$ cat src/rtl/aes_key_sched_ctrl_pkg.sv
// Shared constants, state encoding and Rcon helper for the AES-128 key-schedule sequencer.
package aes_key_sched_ctrl_pkg;
  localparam int KEY_LEN     = 128;
  localparam int WORD_LEN    = 32;
  localparam int NR          = 10;
  localparam int GEN_TIMEOUT = 15;
  localparam int IDX_W       = 4;
  localparam int TMR_W       = 5;
  localparam logic [7:0] RCON_INIT = 8'h01;

  typedef enum logic [1:0] {
    ST_IDLE  = 2'd0,
    ST_ISSUE = 2'd1,
    ST_WAIT  = 2'd2,
    ST_DONE  = 2'd3
  } state_t;

  function automatic logic [7:0] xtime(input logic [7:0] r);
    return {r[6:0], 1'b0} ^ (r[7] ? 8'h1b : 8'h00);
  endfunction
endpackage

$ cat src/rtl/aes_rk_store.sv
// Round-key store: (NR+1) x KEY_LEN registers, one write port, one registered read port.
module aes_rk_store
  import aes_key_sched_ctrl_pkg::*;
(
  input  logic               clk,
  input  logic               reset,
  input  logic               i_we,
  input  logic [IDX_W-1:0]   i_waddr,
  input  logic [KEY_LEN-1:0] i_wdata,
  input  logic               i_rd_en,
  input  logic [IDX_W-1:0]   i_rd_addr,
  output logic [KEY_LEN-1:0] o_rd_data
);
  logic [KEY_LEN-1:0] r_mem [NR+1];
  logic [KEY_LEN-1:0] r_rd_data;

  // Read samples the pre-write contents, so a same-entry read/write returns the old key.
  always_ff @(posedge clk or negedge reset) begin
    if (!reset) begin
      for (int i = 0; i <= NR; i++) r_mem[i] <= '0;
      r_rd_data <= '0;
    end else begin
      if (i_we && (i_waddr <= IDX_W'(NR))) r_mem[i_waddr] <= i_wdata;
      if (i_rd_en) r_rd_data <= (i_rd_addr <= IDX_W'(NR)) ? r_mem[i_rd_addr] : '0;
    end
  end

  assign o_rd_data = r_rd_data;
endmodule

$ cat src/rtl/aes_key_sched_ctrl.sv
// AES-128 key-expansion sequencer: drives an external single-round generator and
// collects round keys 0..NR into the round-key store.
//   state | meaning
//   IDLE  | waiting for start; stores key_in as round key 0
//   ISSUE | one-cycle request to the generator for the current round
//   WAIT  | waiting for the generator result, watchdog running
//   DONE  | one-cycle completion pulse
module aes_key_sched_ctrl
  import aes_key_sched_ctrl_pkg::*;
(
  input  logic                clk,
  input  logic                reset,
  input  logic                i_start,
  input  logic [KEY_LEN-1:0]  i_key_in,
  output logic                o_busy,
  output logic                o_done,
  output logic                o_err,
  output logic                o_rk_valid,
  output logic [IDX_W-1:0]    o_rk_idx,
  output logic [KEY_LEN-1:0]  o_rk_data,
  input  logic                i_rd_en,
  input  logic [IDX_W-1:0]    i_rd_addr,
  output logic [KEY_LEN-1:0]  o_rd_data,
  output logic                o_gen_valid_in,
  output logic [KEY_LEN-1:0]  o_gen_data_in,
  output logic [WORD_LEN-1:0] o_gen_rcon,
  output logic                o_gen_opcode,
  input  logic                i_gen_valid_out,
  input  logic [KEY_LEN-1:0]  i_gen_data_out
);
  state_t              r_state;
  logic [IDX_W-1:0]    r_round;
  logic [7:0]          r_rcon;
  logic [TMR_W-1:0]    r_timer;
  logic                r_busy, r_done, r_err, r_rk_valid, r_gen_valid_in, r_gen_opcode;
  logic [IDX_W-1:0]    r_rk_idx;
  logic [KEY_LEN-1:0]  r_rk_data, r_gen_data_in;
  logic [WORD_LEN-1:0] r_gen_rcon;

  logic                w_st_we;
  logic [IDX_W-1:0]    w_st_waddr;
  logic [KEY_LEN-1:0]  w_st_wdata;

  always_comb begin
    w_st_we    = 1'b0;
    w_st_waddr = '0;
    w_st_wdata = i_key_in;
    if (r_state == ST_IDLE && i_start) begin
      w_st_we = 1'b1;
    end else if (r_state == ST_WAIT && i_gen_valid_out) begin
      w_st_we    = 1'b1;
      w_st_waddr = r_round;
      w_st_wdata = i_gen_data_out;
    end
  end

  // r_rk_data always holds store[round-1] when ISSUE runs, so it feeds the generator directly.
  always_ff @(posedge clk or negedge reset) begin
    if (!reset) begin
      r_state        <= ST_IDLE;
      r_round        <= '0;
      r_rcon         <= RCON_INIT;
      r_timer        <= '0;
      r_busy         <= 1'b0;
      r_done         <= 1'b0;
      r_err          <= 1'b0;
      r_rk_valid     <= 1'b0;
      r_rk_idx       <= '0;
      r_rk_data      <= '0;
      r_gen_valid_in <= 1'b0;
      r_gen_data_in  <= '0;
      r_gen_rcon     <= '0;
      r_gen_opcode   <= 1'b0;
    end else begin
      r_rk_valid     <= 1'b0;
      r_done         <= 1'b0;
      r_gen_valid_in <= 1'b0;
      case (r_state)
        ST_IDLE: if (i_start) begin
          r_rk_valid <= 1'b1;
          r_rk_idx   <= '0;
          r_rk_data  <= i_key_in;
          r_busy     <= 1'b1;
          r_err      <= 1'b0;
          r_round    <= IDX_W'(1);
          r_rcon     <= RCON_INIT;
          r_state    <= ST_ISSUE;
        end
        ST_ISSUE: begin
          r_gen_valid_in <= 1'b1;
          r_gen_data_in  <= r_rk_data;
          r_gen_rcon     <= {r_rcon, {(WORD_LEN-8){1'b0}}};
          r_gen_opcode   <= 1'b0;
          r_timer        <= '0;
          r_state        <= ST_WAIT;
        end
        ST_WAIT: begin
          if (i_gen_valid_out) begin
            r_rk_valid <= 1'b1;
            r_rk_idx   <= r_round;
            r_rk_data  <= i_gen_data_out;
            r_rcon     <= xtime(r_rcon);
            if (r_round == IDX_W'(NR)) begin
              r_state <= ST_DONE;
            end else begin
              r_round <= r_round + 1'b1;
              r_state <= ST_ISSUE;
            end
          end else if (r_timer == TMR_W'(GEN_TIMEOUT-1)) begin
            r_err   <= 1'b1;
            r_busy  <= 1'b0;
            r_state <= ST_IDLE;
          end else begin
            r_timer <= r_timer + 1'b1;
          end
        end
        ST_DONE: begin
          r_done  <= 1'b1;
          r_busy  <= 1'b0;
          r_state <= ST_IDLE;
        end
        default: r_state <= ST_IDLE;
      endcase
    end
  end

  aes_rk_store u_store (
    .clk       (clk),
    .reset     (reset),
    .i_we      (w_st_we),
    .i_waddr   (w_st_waddr),
    .i_wdata   (w_st_wdata),
    .i_rd_en   (i_rd_en),
    .i_rd_addr (i_rd_addr),
    .o_rd_data (o_rd_data)
  );

  assign o_busy         = r_busy;
  assign o_done         = r_done;
  assign o_err          = r_err;
  assign o_rk_valid     = r_rk_valid;
  assign o_rk_idx       = r_rk_idx;
  assign o_rk_data      = r_rk_data;
  assign o_gen_valid_in = r_gen_valid_in;
  assign o_gen_data_in  = r_gen_data_in;
  assign o_gen_rcon     = r_gen_rcon;
  assign o_gen_opcode   = r_gen_opcode;
endmodule

$ cat config.mk
export PLATFORM = sky130hd
export DESIGN_NAME = aes_key_sched_ctrl
export DESIGN_NICKNAME = d
export VERILOG_FILES = /design/src/rtl/aes_key_sched_ctrl_pkg.sv /design/src/rtl/aes_rk_store.sv /design/src/rtl/aes_key_sched_ctrl.sv
export SDC_FILE = /design/constraint.sdc
export NUM_CORES = 2
export LEC_CHECK = 0
export CORE_MARGIN = 10
export CORE_UTILIZATION = 57
export DETAILED_ROUTE_END_ITERATION = 6
export MAX_ROUTING_LAYER = met4
export PLACE_DENSITY = 0.82
export SYNTH_ARGS = -nofsm -noshare
export SYNTH_HDL_FRONTEND = slang
export SYNTH_SLANG_ARGS = --single-unit
$ cat constraint.sdc
create_clock -name clk -period 4.25 [get_ports clk]
set_input_delay 0.85 -clock clk [delete_from_list [all_inputs] [get_ports clk]]
set_output_delay 0.85 -clock clk [all_outputs]
set_load 0.03 [all_outputs]
; ---- After elaboration in Yosys (flattened, before gate mapping)
; Cells that the tools add are included.
[totals]
out_inout_bits = 426
elab_cells = 109
register_bits = 1828
input_bits = 265
[classes]
order_cmp = 5
n_bitwise = 3
eq_ne = 12
n_addsub = 2
reduce_logical = 14
mux = 48
[ops]
columns = operator, count
row1 = $bwmux W1408, 1
row2 = $mux W128, 8
row3 = $bmux W128 S4, 1
row4 = $demux W128 S4, 1
row5 = $pmux W128 S2, 1
row6 = $mux W4, 7
row7 = $mux W8, 2
row8 = $pmux W4 S2, 2
row9 = $pmux W8 S2, 1
row10 = $mux W5, 3
row11 = $mux W1, 12
row12 = $reduce_and A4 Y1, 3
row13 = $ge A5 B5 Y1 const B, 2
row14 = $ne A2 B2 Y1 const B, 5
row15 = $not A4 Y5, 2
row16 = $pmux W5 S2, 1
row17 = $le A4 B4 Y1 const B, 2
row18 = $mux W2, 4
row19 = $pmux W2 S4, 1
row20 = $xor A8 B5 Y8, 1
row21 = $reduce_and A3 Y1, 2
row22 = $add A5 B1 Y5 const B, 1
row23 = $eq A5 B4 Y1 const B, 1
row24 = $lt A5 B1 Y1 const B, 1
row25 = other kinds (13), 19

; ---- Longest topological paths before layout
[depth]
ltp_word = 10
mapped_depth = 11

; ---- Modules after synthesis
; A second synthesis with hierarchy kept.
[hier_totals]
cells_unflattened = 6144
area_unflattened_um2 = 82635.5
[by_module_without_submodules]
columns = mod, n_inst, cells_per_inst, area_per_inst_um2
row1 = aes_rk_store, 1, 4987, 68428.1
row2 = aes_key_sched_ctrl, 1, 1157, 14207.4

; ---- Least setup slack after synthesis
; OpenSTA, ideal clock, no wires.
[synth_timing]
kind = input to register
from = input port i_start
to = register u_store.r_mem[352] in the netlist's numbering
setup_ps = 149
path_buffers = 3
path_stages = 7
arrival_time_ps = 2294
required_time_ps = 4101
path_slack_ps = 1807
path_cell_list = and2_1 -> buf_4 -> nor2_1 -> buf_6 -> buf_4 -> mux2i_1 -> o21ai_0
[synth_between]
elab_chain_cells = 8
[synth_rtl]
columns = element, line
row1 = "start, declared", aes_key_sched_ctrl.sv:13  ; input logic i_start,
row2 = $logic_and A1 B1 Y1 *, aes_key_sched_ctrl.sv:48  ; if (r_state == ST_IDLE && i_start) begin
row3 = $mux W4, aes_key_sched_ctrl.sv:48
row4 = $not A4 Y5 (not written as such), aes_rk_store.sv:23  ; if (i_we && (i_waddr <= IDX_W'(NR))) r_mem[i_waddr] <= i_wdata;
row5 = $ge A5 B5 Y1 (not written as such) / $lt A5 B1 Y1 (equally long branches), aes_rk_store.sv:23
row6 = $logic_and A1 B1 Y1 (not written as such), aes_rk_store.sv:23
row7 = $mux W128 (not written as such), aes_rk_store.sv:23
row8 = $demux W128 S4, aes_rk_store.sv:23
row9 = $bwmux W1408, aes_rk_store.sv:23
row10 = "end signal, assigned by index", aes_rk_store.sv:23
row11 = "end, declared", aes_rk_store.sv:14  ; logic [KEY_LEN-1:0] r_mem [NR+1];
; Mark *: on every way between the ends. The rest lies on a longest branch, timed or not.
; A chain may end at the register's enable or synchronous reset.

; ---- Final worst setup path
[layout_timing]
from = register r_state[0]
to = register u_store.r_mem[311] in the netlist's numbering
[layout_between]
elab_chain_cells = 10
[layout_rtl]
columns = element, line
row1 = "start, declared", aes_key_sched_ctrl.sv:31  ; state_t r_state;
row2 = "start signal, assigned", aes_key_sched_ctrl.sv:60  ; r_state <= ST_IDLE;
row3 = "start signal, assigned", aes_key_sched_ctrl.sv:87  ; r_state <= ST_ISSUE;
row4 = "start signal, assigned", aes_key_sched_ctrl.sv:95  ; r_state <= ST_WAIT;
row5 = $eq A2 B2 Y1, aes_key_sched_ctrl.sv:50  ; end else if (r_state == ST_WAIT && i_gen_valid_out) begin
row6 = $logic_and A1 B1 Y1, aes_key_sched_ctrl.sv:50
row7 = $mux W4, aes_key_sched_ctrl.sv:50
row8 = $mux W4, aes_key_sched_ctrl.sv:48
row9 = $not A4 Y5 (not written as such), aes_rk_store.sv:23
row10 = $ge A5 B5 Y1 (not written as such) / $lt A5 B1 Y1 (equally long branches), aes_rk_store.sv:23
row11 = $logic_and A1 B1 Y1 (not written as such), aes_rk_store.sv:23
row12 = $mux W128 (not written as such), aes_rk_store.sv:23
row13 = $demux W128 S4, aes_rk_store.sv:23
row14 = $bwmux W1408, aes_rk_store.sv:23
; Several ways; a longest one is shown, not always the timed one.

==> results.toml <==
[pwr]
pwr-share-clk_pct = 26.2
leakagePower_nw = 43.5
power_switching_mw = 22.0
p_int_mw = 41.0
total_power_mw = 63.0
power_density_nw_per_um2 = 666
p_sw_share_pct = 34.9
peakVddDrop_v = 0.000675
p_seq_share_pct = 41.7
combPwrFrac_pct = 32.0

[layout]
utilization_pct = 68.6
layout.cells.most_common = "dfrtp_1"
most-common-layout-cells = "dfrtp_1, nor2_1, a21oi_1, mux2i_1, nand2_1"
seq_area_um2 = 45700
fillers = 9677
syn2layout_area_growth_pct = 19.2
fin_cells = 10012
multi_input_area_um2 = 30100
nets = 8338
drive_above_1_share_pct = 9.47
design_area_um2 = 94500

[placement]
place_hpwl_um = 136000
portBuffers = 665
gp_congestion = 0.809
placed_area_um2 = 88300
place_ws_ns = 0.674
dp_cells = 9674

[grt]
grt_pass1_wl_um = 354000
antenna_found_initial = 2
grt_max_degree = 151
grt_pass1_vias = 62923
track_usage_pct = 29.8
grt.overflow.total = 0

[route]
drt_pass1_iterations = 6
drt_iter0_markers = 5351
via_per_inst = 6.07
antenna_left = 0
routed_wl_um = 227000
vias = 60763
wl_per_cell_um = 22.7
drc = 0

[clocking]
cts_num_sinks = 1828
cts_resized = 0
path_clk_slew_ns = 0.06
root_buffer = "clkbuf_16"
cts_buffers = 183
tritoncts = "yes"
post-cts-setup-buffers = 0
htreeDepth = 4
clk_latency_ns = 0.82
ctsHoldBuffers = 0
clock_path_buffers = 3

[worst_setup_path]
crit_required_ns = 4.90
worstRegToRegCells = 7
crit_type = "flop to flop"
cp_top_family = "multiplexers"
r2r_slack_ns = 1.11
cp_max_fo = 47
endpoint_kind = "flop"
r2r-start = "r_state[0]$_DFFE_PN0P_"
cp_slowest_cell = "mux2i_1"
crit_buf_inv = 2
max_stage_delay_ns = 0.70
start_kind = "flop"
path_cells = "inv_1 -> ha_1 -> and2_1 -> nor2_4 -> buf_12 -> mux2i_1 -> o21ai_0"
rr_endpoint = "u_store.r_mem[311]$_DFFE_PN0P_"
worstPathArrival_ns = 3.78

[timing]
rsz0062_at_grt = "no"
whs_ns = 0.0635
slew_viol_final = 0
layout_setup_ws_ns = 1.11
worst_slew_pin_slew_ns = 1.00
setup_violations = 0
finalHoldViolations = 0
max_freq_mhz = 319
finalCriticalPeriod_ns = 3.14
setup_tns_ns = 0
timing.final.crit_share_pct = 73.9
relSlewSlack_pct = 33.2
finalClockSkew_ns = 0.0480

[yosys]
synth_top_area_share_pct = 57.6
synth-edff-count = 0
yosysWarnings = 0
ys_ff_latch = 1828
synthCells = 7612
synth_seq_area_share_pct = 57.7
netlist_area_um2 = 79300
synth_top_area_cell = "dfrtp_1"
dominantRegCellSynth = "dfrtp_1"
syn_area_per_cell_um2 = 10.4
synth.distinct_cells = 44
ys_top_cells_by_area = "dfrtp_1, mux2i_1, a21oi_1, nor2_1, nand2_1"
async_flop_share_pct = 100

[hold_path]
hold_class = "primary input to asynchronous set/reset pin"

[outcome]
outcome = "finished clean"

[flow_run]
drv_cap = 0

[floorplanning]
rows = 136
core_area_um2 = 138000
fp.dieArea_um2 = 155000
num_io_pins = 691
die_y_um = 393
fp.dieW_um = 393
initial_core_util_pct = 57.6
[how the worst max path moves through the flow]
stage | start | endpoint | slack, ns | cells past startpoint
4_1_cts | r_state[0]$_DFFE_PN0P_ | u_store.r_mem[311]$_DFFE_PN0P_ | 1.18 | 7
2_1_floorplan | i_start | u_store.r_mem[352]$_DFFE_PN0P_ | 1.81 | 7
6_report | r_state[0]$_DFFE_PN0P_ | u_store.r_mem[311]$_DFFE_PN0P_ | 1.11 | 7
3_3_place_gp | i_start | u_store.r_mem[342]$_DFFE_PN0P_ | 0.78 | 6
5_1_grt | r_state[0]$_DFFE_PN0P_ | u_store.r_mem[883]$_DFFE_PN0P_ | 0.94 | 7
3_5_place_dp | i_start | u_store.r_mem[311]$_DFFE_PN0P_ | 0.67 | 6
[power by group through the flow]
| stage | Sequential, mW | Clock, mW | Combinational [mW] |
|---|---|---|---|
| after floorplan | 28.5 | 0 | 10.2 |
| after global placement | 26.0 | 0 | 19.3 |
| after detailed placement | 26.4 | 0 | 20.1 |
| after CTS | 26.2 | 16.7 | 20.3 |
| after global routing | 26.9 | 17.5 | 22.0 |
| final | 26.3 | 16.5 | 20.2 |
[cells in the mapped netlist (8+ instances only)]
library cell,count
o21ai_0,395
o21ai_1,341
a22oi_1,256
nand2_1,752
buf_4,45
clkbuf_1,308
inv_1,134
nand3_1,138
buf_6,20
mux2_4,42
nor2b_1,8
o221ai_1,128
buf_1,59
mux2_2,136
mux2i_1,892
dfrtp_1,1827
buf_2,262
a21oi_1,900
nor2_1,906
ha_1,8
[layer usage]
metal,track usage (%),wire length [um],vias to the layer above
met5,-,0,-
met3,6.22,18600,548
met4,11.6,8420,0
met2,48.8,112000,2683
met1,36.2,88000,30329
li1,-,-,27203
[cells by family after synthesis]
group	count (synthesis)	share of synthesized area [%]
compound gates	2037	14.3
simple gates	1830	9.05
flops	1828	57.7
mux	1074	14.0
buf+inv	829	4.74
fa+ha+maj	8	0.126
xor+xnor	5	0.0552
other cells	1	0.00473
[sequential cells by signal, summed over array words and instances, names as in the netlist]
register,flops
o_gen_data_in,128
r_timer,5
o_gen_valid_in,1
o_rk_data,128
o_rk_idx,4
u_store.r_mem,1408
o_gen_rcon,8
o_busy,1
o_rk_valid,1
r_state,2
r_round,4
o_err,1
o_done,1
u_store.o_rd_data,128
r_rcon,8
[layout make-up]
type	count	share of cell area (%)
sequential	1828	48.4
multi-input combinational	4979	31.8
timing repair buffer	938	10.3
clock buffer	270	5.73
tap	1794	2.37
clock inverter	65	0.819
inverter	135	0.536
antenna	3	0.00794
[worst register-to-register path, cell delays in order, from the launching register on]
cell     delay [ns]
dfrtp_1        0.45
inv_1          0.13
ha_1           0.26
and2_1         0.39
nor2_4         0.29
buf_12         0.31
mux2i_1        0.89
o21ai_0        0.25
Note: power is estimated with default switching activity, not from simulation.
